**src/rtl/dds_sweep_gen.sv**
```systemverilog
// dds_sweep_gen -- quadrature DDS with programmable linear frequency sweep.
//
// A phase accumulator advances by the active tuning word every cycle. A
// three-stage pipeline adds a phase offset, looks up a quarter-wave sine
// table, folds the quadrant into signed sine/cosine, and applies an
// amplitude gain. A small FSM (IDLE/RUN/DONE) steps the tuning word from
// f_start towards f_stop once per dwell period. It runs in either one-shot
// or wrap mode.
//
// Ports:
//   clk, rst_n          system clock, asynchronous active-low reset
//   cfg_valid/ready     configuration handshake (ready in IDLE and DONE)
//   cfg_f_start/stop    sweep start / stop tuning words
//   cfg_f_step          tuning-word increment per dwell period
//   cfg_dwell           cycles per step (0 behaves as 1)
//   cfg_wrap            1 = restart from f_start at the end, 0 = one-shot
//   cfg_phase_off       phase offset added after the accumulator
//   sweep_start/abort   sweep control pulses
//   phase_clr           synchronous accumulator clear
//   ampl                unsigned gain, unity = 2^AMP_WIDTH (larger values clamp)
//   sin_out, cos_out    signed quadrature outputs
//   out_valid           pipeline filled since reset
//   sweep_busy          FSM in RUN
//   sweep_done          one-cycle pulse at the end of each sweep pass
//   ftw_cur             active tuning word
module dds_sweep_gen #(
  parameter int PHASE_WIDTH = 28,
  parameter int ADDR_WIDTH  = 10,
  parameter int DAC_WIDTH   = 12,
  parameter int AMP_WIDTH   = 12
) (
  input  logic                   clk,
  input  logic                   rst_n,
  input  logic                   cfg_valid,
  output logic                   cfg_ready,
  input  logic [PHASE_WIDTH-1:0] cfg_f_start,
  input  logic [PHASE_WIDTH-1:0] cfg_f_stop,
  input  logic [PHASE_WIDTH-1:0] cfg_f_step,
  input  logic [15:0]            cfg_dwell,
  input  logic                   cfg_wrap,
  input  logic [PHASE_WIDTH-1:0] cfg_phase_off,
  input  logic                   sweep_start,
  input  logic                   sweep_abort,
  input  logic                   phase_clr,
  input  logic [AMP_WIDTH:0]     ampl,
  output logic [DAC_WIDTH-1:0]   sin_out,
  output logic [DAC_WIDTH-1:0]   cos_out,
  output logic                   out_valid,
  output logic                   sweep_busy,
  output logic                   sweep_done,
  output logic [PHASE_WIDTH-1:0] ftw_cur
);

  localparam int Q      = 2 ** (ADDR_WIDTH - 2);
  localparam int IW     = ADDR_WIDTH - 2;
  localparam int MW     = DAC_WIDTH - 1;
  localparam int PROD_W = DAC_WIDTH + AMP_WIDTH + 2;
  localparam logic [AMP_WIDTH:0] UNITY = {1'b1, {AMP_WIDTH{1'b0}}};

  typedef enum logic [1:0] {IDLE = 2'd0, RUN = 2'd1, DONE = 2'd2} state_t;

  // Quarter-wave entry sampled at bin centres so that the fold stays symmetric.
  function automatic logic [MW-1:0] lut_entry(input int i);
    real m;
    real x;
    int  v;
    m = real'(2 ** (DAC_WIDTH - 1) - 1);
    x = m * $sin(3.14159265358979323846 / 2.0 * (real'(i) + 0.5) / real'(Q));
    v = $rtoi(x + 0.5);
    return v[MW-1:0];
  endfunction

  // Quadrant fold: odd quadrants read the table mirrored, upper half negates.
  function automatic logic signed [DAC_WIDTH-1:0] fold(input logic [1:0] q,
                                                        input logic [MW-1:0] dir,
                                                        input logic [MW-1:0] rev);
    logic [MW-1:0] mag;
    mag = q[0] ? rev : dir;
    if (q[1]) begin
      return -$signed({1'b0, mag});
    end else begin
      return $signed({1'b0, mag});
    end
  endfunction

  logic [MW-1:0] lut [Q];
  for (genvar g = 0; g < Q; g++) begin : g_lut
    assign lut[g] = lut_entry(g);
  end

  // Latched configuration
  logic [PHASE_WIDTH-1:0] f_start_r, f_stop_r, f_step_r, phase_off_r;
  logic [15:0]            dwell_r;
  logic                   wrap_r;

  // Sweep FSM
  state_t                 state_r, state_nxt;
  logic [15:0]            cnt_r, cnt_nxt, dwell_last;
  logic [PHASE_WIDTH-1:0] ftw_nxt;
  logic [PHASE_WIDTH:0]   step_sum;
  logic                   done_nxt;
  logic                   cfg_acc;

  // Datapath
  logic [PHASE_WIDTH-1:0]       acc_r, p_r;
  logic [ADDR_WIDTH-1:0]        addr;
  logic [1:0]                   quad, quad_cos;
  logic [IW-1:0]                idx;
  logic signed [DAC_WIDTH-1:0]  sin_s2_r, cos_s2_r;
  logic [AMP_WIDTH:0]           amp;
  logic signed [PROD_W-1:0]     sin_prod, cos_prod;
  logic [2:0]                   vld_sr_r;
  logic                         prod_unused;

  assign cfg_acc    = cfg_valid & cfg_ready;
  assign dwell_last = (dwell_r == 16'd0) ? 16'd0 : (dwell_r - 16'd1);
  assign step_sum   = {1'b0, ftw_cur} + {1'b0, f_step_r};

  assign addr     = p_r[PHASE_WIDTH-1 -: ADDR_WIDTH];
  assign quad     = addr[ADDR_WIDTH-1 -: 2];
  assign idx      = addr[IW-1:0];
  assign quad_cos = quad + 2'd1;

  // Configuration capture on an accepted handshake
  always_ff @(posedge clk or negedge rst_n) begin
    if (!rst_n) begin
      f_start_r   <= '0;
      f_stop_r    <= '0;
      f_step_r    <= '0;
      phase_off_r <= '0;
      dwell_r     <= 16'd0;
      wrap_r      <= 1'b0;
    end else if (cfg_acc) begin
      f_start_r   <= cfg_f_start;
      f_stop_r    <= cfg_f_stop;
      f_step_r    <= cfg_f_step;
      phase_off_r <= cfg_phase_off;
      dwell_r     <= cfg_dwell;
      wrap_r      <= cfg_wrap;
    end else begin
      f_start_r   <= f_start_r;
    end
  end

  // Sweep FSM next-state and tuning-word logic
  always_comb begin
    state_nxt = state_r;
    ftw_nxt   = ftw_cur;
    cnt_nxt   = cnt_r;
    done_nxt  = 1'b0;
    case (state_r)
      IDLE: begin
        // A config offered together with a start wins; the start is dropped.
        if (cfg_acc) begin
          ftw_nxt = cfg_f_start;
        end else if (sweep_start) begin
          state_nxt = RUN;
          ftw_nxt   = f_start_r;
          cnt_nxt   = 16'd0;
        end else begin
          state_nxt = IDLE;
        end
      end
      RUN: begin
        // Abort takes priority over a step that falls in the same cycle.
        if (sweep_abort) begin
          state_nxt = IDLE;
          ftw_nxt   = f_start_r;
        end else if (cnt_r == dwell_last) begin
          cnt_nxt = 16'd0;
          if (step_sum < {1'b0, f_stop_r}) begin
            ftw_nxt = step_sum[PHASE_WIDTH-1:0];
          end else if (wrap_r) begin
            ftw_nxt  = f_start_r;
            done_nxt = 1'b1;
          end else begin
            state_nxt = DONE;
            ftw_nxt   = f_stop_r;
            done_nxt  = 1'b1;
          end
        end else begin
          cnt_nxt = cnt_r + 16'd1;
        end
      end
      DONE: begin
        if (cfg_acc) begin
          state_nxt = IDLE;
          ftw_nxt   = cfg_f_start;
        end else if (sweep_abort) begin
          state_nxt = IDLE;
          ftw_nxt   = f_start_r;
        end else if (sweep_start) begin
          state_nxt = RUN;
          ftw_nxt   = f_start_r;
          cnt_nxt   = 16'd0;
        end else begin
          state_nxt = DONE;
        end
      end
      default: begin
        state_nxt = IDLE;
        ftw_nxt   = f_start_r;
        cnt_nxt   = 16'd0;
      end
    endcase
  end

  // Sweep FSM state and registered status outputs
  always_ff @(posedge clk or negedge rst_n) begin
    if (!rst_n) begin
      state_r    <= IDLE;
      ftw_cur    <= '0;
      cnt_r      <= 16'd0;
      sweep_done <= 1'b0;
      sweep_busy <= 1'b0;
      cfg_ready  <= 1'b0;
    end else begin
      state_r    <= state_nxt;
      ftw_cur    <= ftw_nxt;
      cnt_r      <= cnt_nxt;
      sweep_done <= done_nxt;
      sweep_busy <= (state_nxt == RUN);
      cfg_ready  <= (state_nxt != RUN);
    end
  end

  // Gain clamp and full-width products; floor comes from the arithmetic shift.
  always_comb begin
    amp      = (ampl > UNITY) ? UNITY : ampl;
    sin_prod = PROD_W'(sin_s2_r) * PROD_W'($signed({1'b0, amp}));
    cos_prod = PROD_W'(cos_s2_r) * PROD_W'($signed({1'b0, amp}));
  end

  // Low fraction bits and the guard bits of the products are never needed.
  assign prod_unused = ^{sin_prod[AMP_WIDTH-1:0], sin_prod[PROD_W-1 -: 2],
                         cos_prod[AMP_WIDTH-1:0], cos_prod[PROD_W-1 -: 2]};

  // Phase accumulator, offset add, table fold and output scale pipeline
  always_ff @(posedge clk or negedge rst_n) begin
    if (!rst_n) begin
      acc_r     <= '0;
      p_r       <= '0;
      sin_s2_r  <= '0;
      cos_s2_r  <= '0;
      sin_out   <= '0;
      cos_out   <= '0;
      vld_sr_r  <= 3'd0;
      out_valid <= 1'b0;
    end else begin
      if (phase_clr) begin
        acc_r <= '0;
      end else begin
        acc_r <= acc_r + ftw_cur;
      end
      p_r       <= acc_r + phase_off_r;
      sin_s2_r  <= fold(quad, lut[idx], lut[~idx]);
      cos_s2_r  <= fold(quad_cos, lut[idx], lut[~idx]);
      sin_out   <= sin_prod[AMP_WIDTH +: DAC_WIDTH];
      cos_out   <= cos_prod[AMP_WIDTH +: DAC_WIDTH];
      vld_sr_r  <= {vld_sr_r[1:0], 1'b1};
      out_valid <= vld_sr_r[2];
    end
  end

endmodule

```
**config.mk**
```make
export PLATFORM = sky130hd
export DESIGN_NAME = dds_sweep_gen
export DESIGN_NICKNAME = d
export VERILOG_FILES = /design/src/rtl/dds_sweep_gen.sv
export SDC_FILE = /design/constraint.sdc
export NUM_CORES = 2
export LEC_CHECK = 0
export ABC_CLOCK_PERIOD_IN_PS = 7400
export BUFFER_PORTS_ARGS = -buffer_cell sky130_fd_sc_hd__buf_2
export CAP_MARGIN = 5
export CORE_UTILIZATION = 55
export CTS_CLUSTER_DIAMETER = 40
export DETAILED_ROUTE_END_ITERATION = 6
export PLACE_DENSITY = 0.8
export SETUP_SLACK_MARGIN = 0.4
export SLEW_MARGIN = 20
export SYNTH_ARGS = -nofsm -noshare
export SYNTH_HDL_FRONTEND = slang
export SYNTH_SLANG_ARGS = --single-unit
```
**constraint.sdc**
```tcl
create_clock -name clk -period 7.4 [get_ports clk]
set_input_delay 1.48 -clock clk [delete_from_list [all_inputs] [get_ports clk]]
set_output_delay 1.48 -clock clk [all_outputs]
set_load 0.01 [all_outputs]
```
**Word-level counts from Yosys, hierarchy flattened**

Memory sizes are Yosys's and may differ from the RTL's.
Cells that the tools add are included.
W data, S select, Z words.

- Add/subtract/negate cells: 8
- Multipliers: 2
- $lt $le $gt $ge: 4
- Eq/ne operators: 10
- Muxes and demuxes: 41
- Bitwise logic cells: 4
- Reduce and logical (&&, ||, !) cells: 3

Operators with widths:

| kind | number |
|---|---|
| $mux W28 | 9 |
| $mux W16 | 7 |
| $pmux W28 S3 | 1 |
| $mux W11 | 6 |
| $add A28 B28 Y28 | 2 |
| $mul A12 B14 Y24 | 2 |
| $pmux W16 S3 | 1 |
| $add A28 B28 Y29 | 1 |
| $lt A29 B28 Y1 | 1 |
| $mux W12 | 2 |
| $neg A11 Y12 | 2 |
| $ge A9 B9 Y1 const B | 2 |
| $not A8 Y9 | 2 |
| $add A16 B1 Y16 const B | 1 |
| $eq A16 B16 Y1 | 1 |
| $logic_not A16 Y1 | 1 |
| $mux W2 | 8 |
| $sub A16 B1 Y16 const B | 1 |
| $gt A13 B13 Y1 const B | 1 |
| $mux W13 | 1 |
| $ne A2 B2 Y1 const B | 4 |
| $not A8 Y8 | 1 |
| $pmux W2 S3 | 1 |
| $mux W1 | 5 |
| other kinds (8) | 9 |

- Bits in registers: 286
- ROM bits: 5632
- Input port bits: 148
- Output and inout port bits: 56
- Word-level logic and storage cells: 94
- Memories kept: 2

Memory list:

| memory | depth | width | rd ports | clocked after memory_dff | wr ports | line | source |
|---|---|---|---|---|---|---|---|
| (no name shown) | 256 | 11 | 1 | 0 | 0 | 257 | `cos_s2_r <= fold(quad_cos, lut[idx], lut[~idx]);` |
| (no name shown) | 256 | 11 | 1 | 0 | 0 | 257 |  |

**Depth between registers and ports, before layout**

- Depth after elaboration: 8
- Mapped depth: 26
- Gate-level depth less buffers: 23

**Least setup slack after synthesis**

Ideal clock, no wire load.

- Kind: input to register
- Start point: input ampl[12]
- End point: register cos_out[11]
- Setup time: 0.080 ns
- Arrival time: 7.384 ns
- Data required time: 7.320 ns
- Path slack: -0.064 ns
- Stages: 24
- Buffers on the path: 3
- Path through: clkbuf_1 > clkbuf_1 > nor2b_1 > clkbuf_1 > nand2_1 > fa_1 > fa_1 > fa_1 > inv_1 > fa_1 > inv_1 > fa_1 > inv_1 > ha_1 > a21o_1 > a21oi_1 > o211a_1 > o21ai_0 > o41ai_1 > o21ai_0 > o41a_1 > a21o_1 > a21oi_1 > xnor2_1

- Word-level cells in the longest chain between the ends: 3

RTL lines:

| item | line | source |
|---|---|---|
| start: declaration | 45 | `input logic [AMP_WIDTH:0] ampl,` |
| $gt A13 B13 Y1 | 229 | `amp = (ampl > UNITY) ? UNITY : ampl;` |
| $mux W13 (*) | 229 |  |
| $mul A12 B14 Y24 (*) | 231 | `cos_prod = PROD_W'(cos_s2_r) * PROD_W'($signed({1'b0, amp}));` |
| named net cos_prod[23] | 111 | `logic signed [PROD_W-1:0] sin_prod, cos_prod;` |
| end signal: assignment | 259 | `cos_out <= cos_prod[AMP_WIDTH +: DAC_WIDTH];` |
| end: declaration | 47 | `output logic [DAC_WIDTH-1:0] cos_out,` |

Mark *: on every way through the listed nets, which the timed path passes. The rest lies on a longest branch.
A chain may end at the register's enable or synchronous reset.

**Worst setup path in the final report**

Same ends and word-level chain as after synthesis.

==> results.yml <==
hold_path:
  min_path_type: "reg2reg"
  hold_start: "vld_sr_r[0]$_DFF_PN0_"
  min_to: "vld_sr_r[1]$_DFF_PN0_"
  hold_path_depth: 0
flow_run:
  cap_viol_max_count: 0
grt:
  grt_pass1_wl_um: 147000
  track_usage_pct: 31.8
  grt_max_degree: 204
  grt_pass1_vias: 27800
  grt_overflow: 0
  antenna_found_initial: 2
synth:
  ys_seq_area_share_pct: 21.7
  ys_seq_elements: 268
  synth_ff_type: "dfrtp_1"
  synth-compound-area-share_pct: 19.0
  synth_adder_area_share_pct: 25.0
  synthXorXnorAreaFrac_pct: 3.35
  synth_cell_types: 93
  ys_async_sr_fraction_pct: 100
  synth_top_family_by_area: "adder cells"
  synthCells: 3836
  synth-edff-count: 0
  synthMuxAreaShare_pct: 2.24
  yosys_warnings: 0
  synth.cell_area_sq_um: 31000
  yosys.area_share.simple_pct: 20.8
  syn_nets: 4471
  avgSynthCellArea_sq_um: 8.07
clock_network:
  cts_buffer_depth: 3
  clock_latency_ns: 0.62
  clk_pin_slew_ns: 0.06
  cts_tree: "built"
  cts_made_buffers: 52
  cts_root_buf: "clkbuf_16"
  htree_levels: 2
  cts.sinks: 268
  cts_setup_buffers: 0
floorplanning:
  die_w_um: 239
  core_region_area_sq_um: 55300
  die_h_um: 239
  die-area_sq_um: 57300
  initial_core_util_pct: 56.0
  row_count: 86
  ios: 204
drt:
  drc: 1
  routed_via_density: 6.12
  drt_iter0_drc: 3374
  wl_per_cell_um: 19.2
  firstDrtPassIters: 7
  antenna_left: 0
  wl_um: 90500
  dr_total_vias: 28800
setup_path:
  cpMaxStageDelayCell: "fa_1"
  rr_startpoint: "ftw_cur[0]$_DFFE_PN0P_"
  reg2reg_depth: 21
  worst_ep_arrival_time_ns: 7.29
  path_buf_inv: 5
  max_stage_delay_ns: 0.55
  crit_path_cell_trace: "buf_2 > nor2b_4 > buf_4 > nand2_1 > fa_1 > inv_1 > fa_1 > fa_1 > fa_1 > inv_1 > fa_1 > inv_1 > ha_1 > and2_1 > o21ai_0 > o21ai_1 > o41ai_2 > o21ai_1 > o41a_1 > a21o_1 > a21oi_1 > xnor2_1"
  r2r_slack_ns: 1.04
  path_common_cell: "fa_1"
  required_ns: 7.94
  cp_max_fo: 18
  cp-end-kind: "flip-flop"
  cp-start-kind: "input port"
  critPathTopFamily: "adder cells"
  critPathKind: "in2reg"
  regToRegEndpoint: "ftw_cur[13]$_DFFE_PN0P_"
layout:
  fin_cells: 4703
  final_util_pct: 62.0
  syn2layout_area_growth_pct: 10.7
  num-nets-final: 4547
  drive_gt1_share_pct: 10.8
placed_design:
  gp_congestion: 1.05
  dp.cells: 4606
  io_buffers: 203
  dp_hpwl_um: 66700
sta:
  report.final.slew_viol_count: 0
  hold_viol: 0
  tightest_slew_ns: 1.06
  relSlewSlack_pct: 29.0
  skew_ns: 0.0527
  grt_setup_unrepaired: "no"
  min_period_ns: 6.75
  tns_ns: 0
  setup_viol: 0
  period_share_pct: 91.2
  max_freq_mhz: 148
run_status:
  violations: "design-rule violations"
  status: "finished, violations left"
-- cell usage in the layout (no fill, tap or decap), types with 17 or more instances in the layout --
| cell | netlist | routed |
|---|---|---|
| o221ai_1 | 19 | 19 |
| nand2_1 | 645 | 644 |
| o31ai_1 | 19 | 19 |
| o32ai_1 | 20 | 20 |
| xor2_1 | 41 | 41 |
| a21oi_1 | 256 | 256 |
| nand3_1 | 50 | 50 |
| a22oi_1 | 25 | 25 |
| o211ai_1 | 29 | 29 |
| a311oi_1 | 17 | 17 |
| and3_1 | 27 | 27 |
| a31oi_1 | 49 | 49 |
| nand2b_1 | 67 | 67 |
| clkbuf_16 | 0 | 52 |
| nor2_1 | 239 | 238 |
| o22ai_1 | 22 | 22 |
| a21o_1 | 38 | 38 |
| dfrtp_1 | 268 | 263 |
| buf_2 | 41 | 202 |
| fa_1 | 221 | 221 |
| or3_1 | 21 | 21 |
| o21a_1 | 25 | 25 |
| mux2i_1 | 40 | 40 |
| ha_1 | 266 | 266 |
| a221oi_1 | 19 | 19 |
| nor2b_1 | 67 | 62 |
| a211oi_1 | 52 | 52 |
| o21ai_0 | 155 | 153 |
| and2_1 | 118 | 117 |
| nor3_1 | 70 | 70 |
| inv_1 | 373 | 373 |
| buf_4 | 5 | 55 |
| xnor2_1 | 75 | 75 |
-- timing repair --
item / CTS / global route
endpoints found under the setup margin: 0 / 2
gates resized for setup: 0 / 3
hold buffers: 0 / 0
-- layout make-up --
class / count / area, sq um
Antenna cell: 1 / 2.50
Clock buffer: 58 / 1360
Clock inverter: 38 / 435
Fill cell: 4823 / 21000
Inverter: 379 / 1420
Multi-Input combinational cell: 2949 / 21900
Sequential cell: 268 / 6720
Tap cell: 748 / 936
Timing Repair Buffer: 262 / 1520
-- flip-flops by register name, summed over array words and instances (netlist names), 16 cells and up --
register / count
acc_r: 28
f_start_r: 28
f_step_r: 28
f_stop_r: 28
ftw_cur: 28
phase_off_r: 28
cnt_r: 16
dwell_r: 16
-- cells by family after synthesis --
group | after synthesis
simple gates | 1392
buf+inv | 619
mux | 59
flops | 268
other cells | 1
xor+xnor | 117
compound gates | 893
fa+ha+maj | 487
-- per-stage QoR --
| stage | worst slack [ns] | cell area (sq um) | hold slack [ns] |
|---|---|---|---|
| floorplan | 0.382 | 31000 | 0.331 |
| finish | 0.651 | 34300 | 0.348 |
| global placement | 0.111 | 32500 | 0.335 |
| global route | 0.426 | 34300 | 0.376 |
| CTS | 0.577 | 34300 | 0.350 |
| detailed placement | -0.0158 | 32500 | 0.338 |
-- routing by layer --
metal / part of all wire [%] / GRT usage (%) / up-vias
met5: 0 / 0 / -
met4: 4.1 / 12.6 / 0
met3: 9.3 / 5.92 / 297
met2: 46 / 51.2 / 1519
met1: 40 / 42.3 / 13700
li1: - / - / 13300
-- worst max path at each step --
stage	to	startpoint	slack (ns)	cells after the start
finish	cos_out[11]$_DFF_PN0_	ampl[12]	0.65	22
global route	cos_out[11]$_DFF_PN0_	ampl[12]	0.43	22
global placement	sin_out[7]$_DFF_PN0_	ampl[12]	0.11	23
CTS	sin_out[7]$_DFF_PN0_	ampl[12]	0.58	23
floorplan	cos_out[11]$_DFF_PN0_	ampl[12]	0.38	23
detailed placement	sin_out[7]$_DFF_PN0_	ampl[12]	-0.02	23
-- synth_stat cells (11+ instances only) --
master    count  area [sq um]
buf_1        32           120
ha_1        266          3330
dfrtp_1     268          6710
o311ai_0     13           114
nand2_1     645          2420
o32ai_1      20           175
nand4_1      11          68.8
or3_1        21           131
o31ai_1      19           143
nor2b_1      67           419
nor3_1       70           350
a211oi_1     52           390
and3_1       27           169
a31oi_1      49           307
a21oi_1     256          1280
mux2i_1      40           400
or2_2        16           100
fa_1        221          4420
buf_2        41           205
o22ai_1      22           138
a22oi_1      25           188
inv_1       373          1400
a311oi_1     17           149
a221oi_1     19           166
a21o_1       38           285
nand2b_1     67           419
o211ai_1     29           218
o21a_1       25           188
and2_1      118           738
o21bai_1     11          82.6
xor2_1       41           359
nand3_1      50           250
clkbuf_1    158           593
nor2_1      239           897
xnor2_1      75           657
nor3b_1      16           120
o21ai_0     155           776
nor4_1       15          93.8
mux2_2       12           135
o221ai_1     19           166
Power is not shown: default switching activity piles up to over one toggle a cycle in this logic, so the estimate is an artifact.
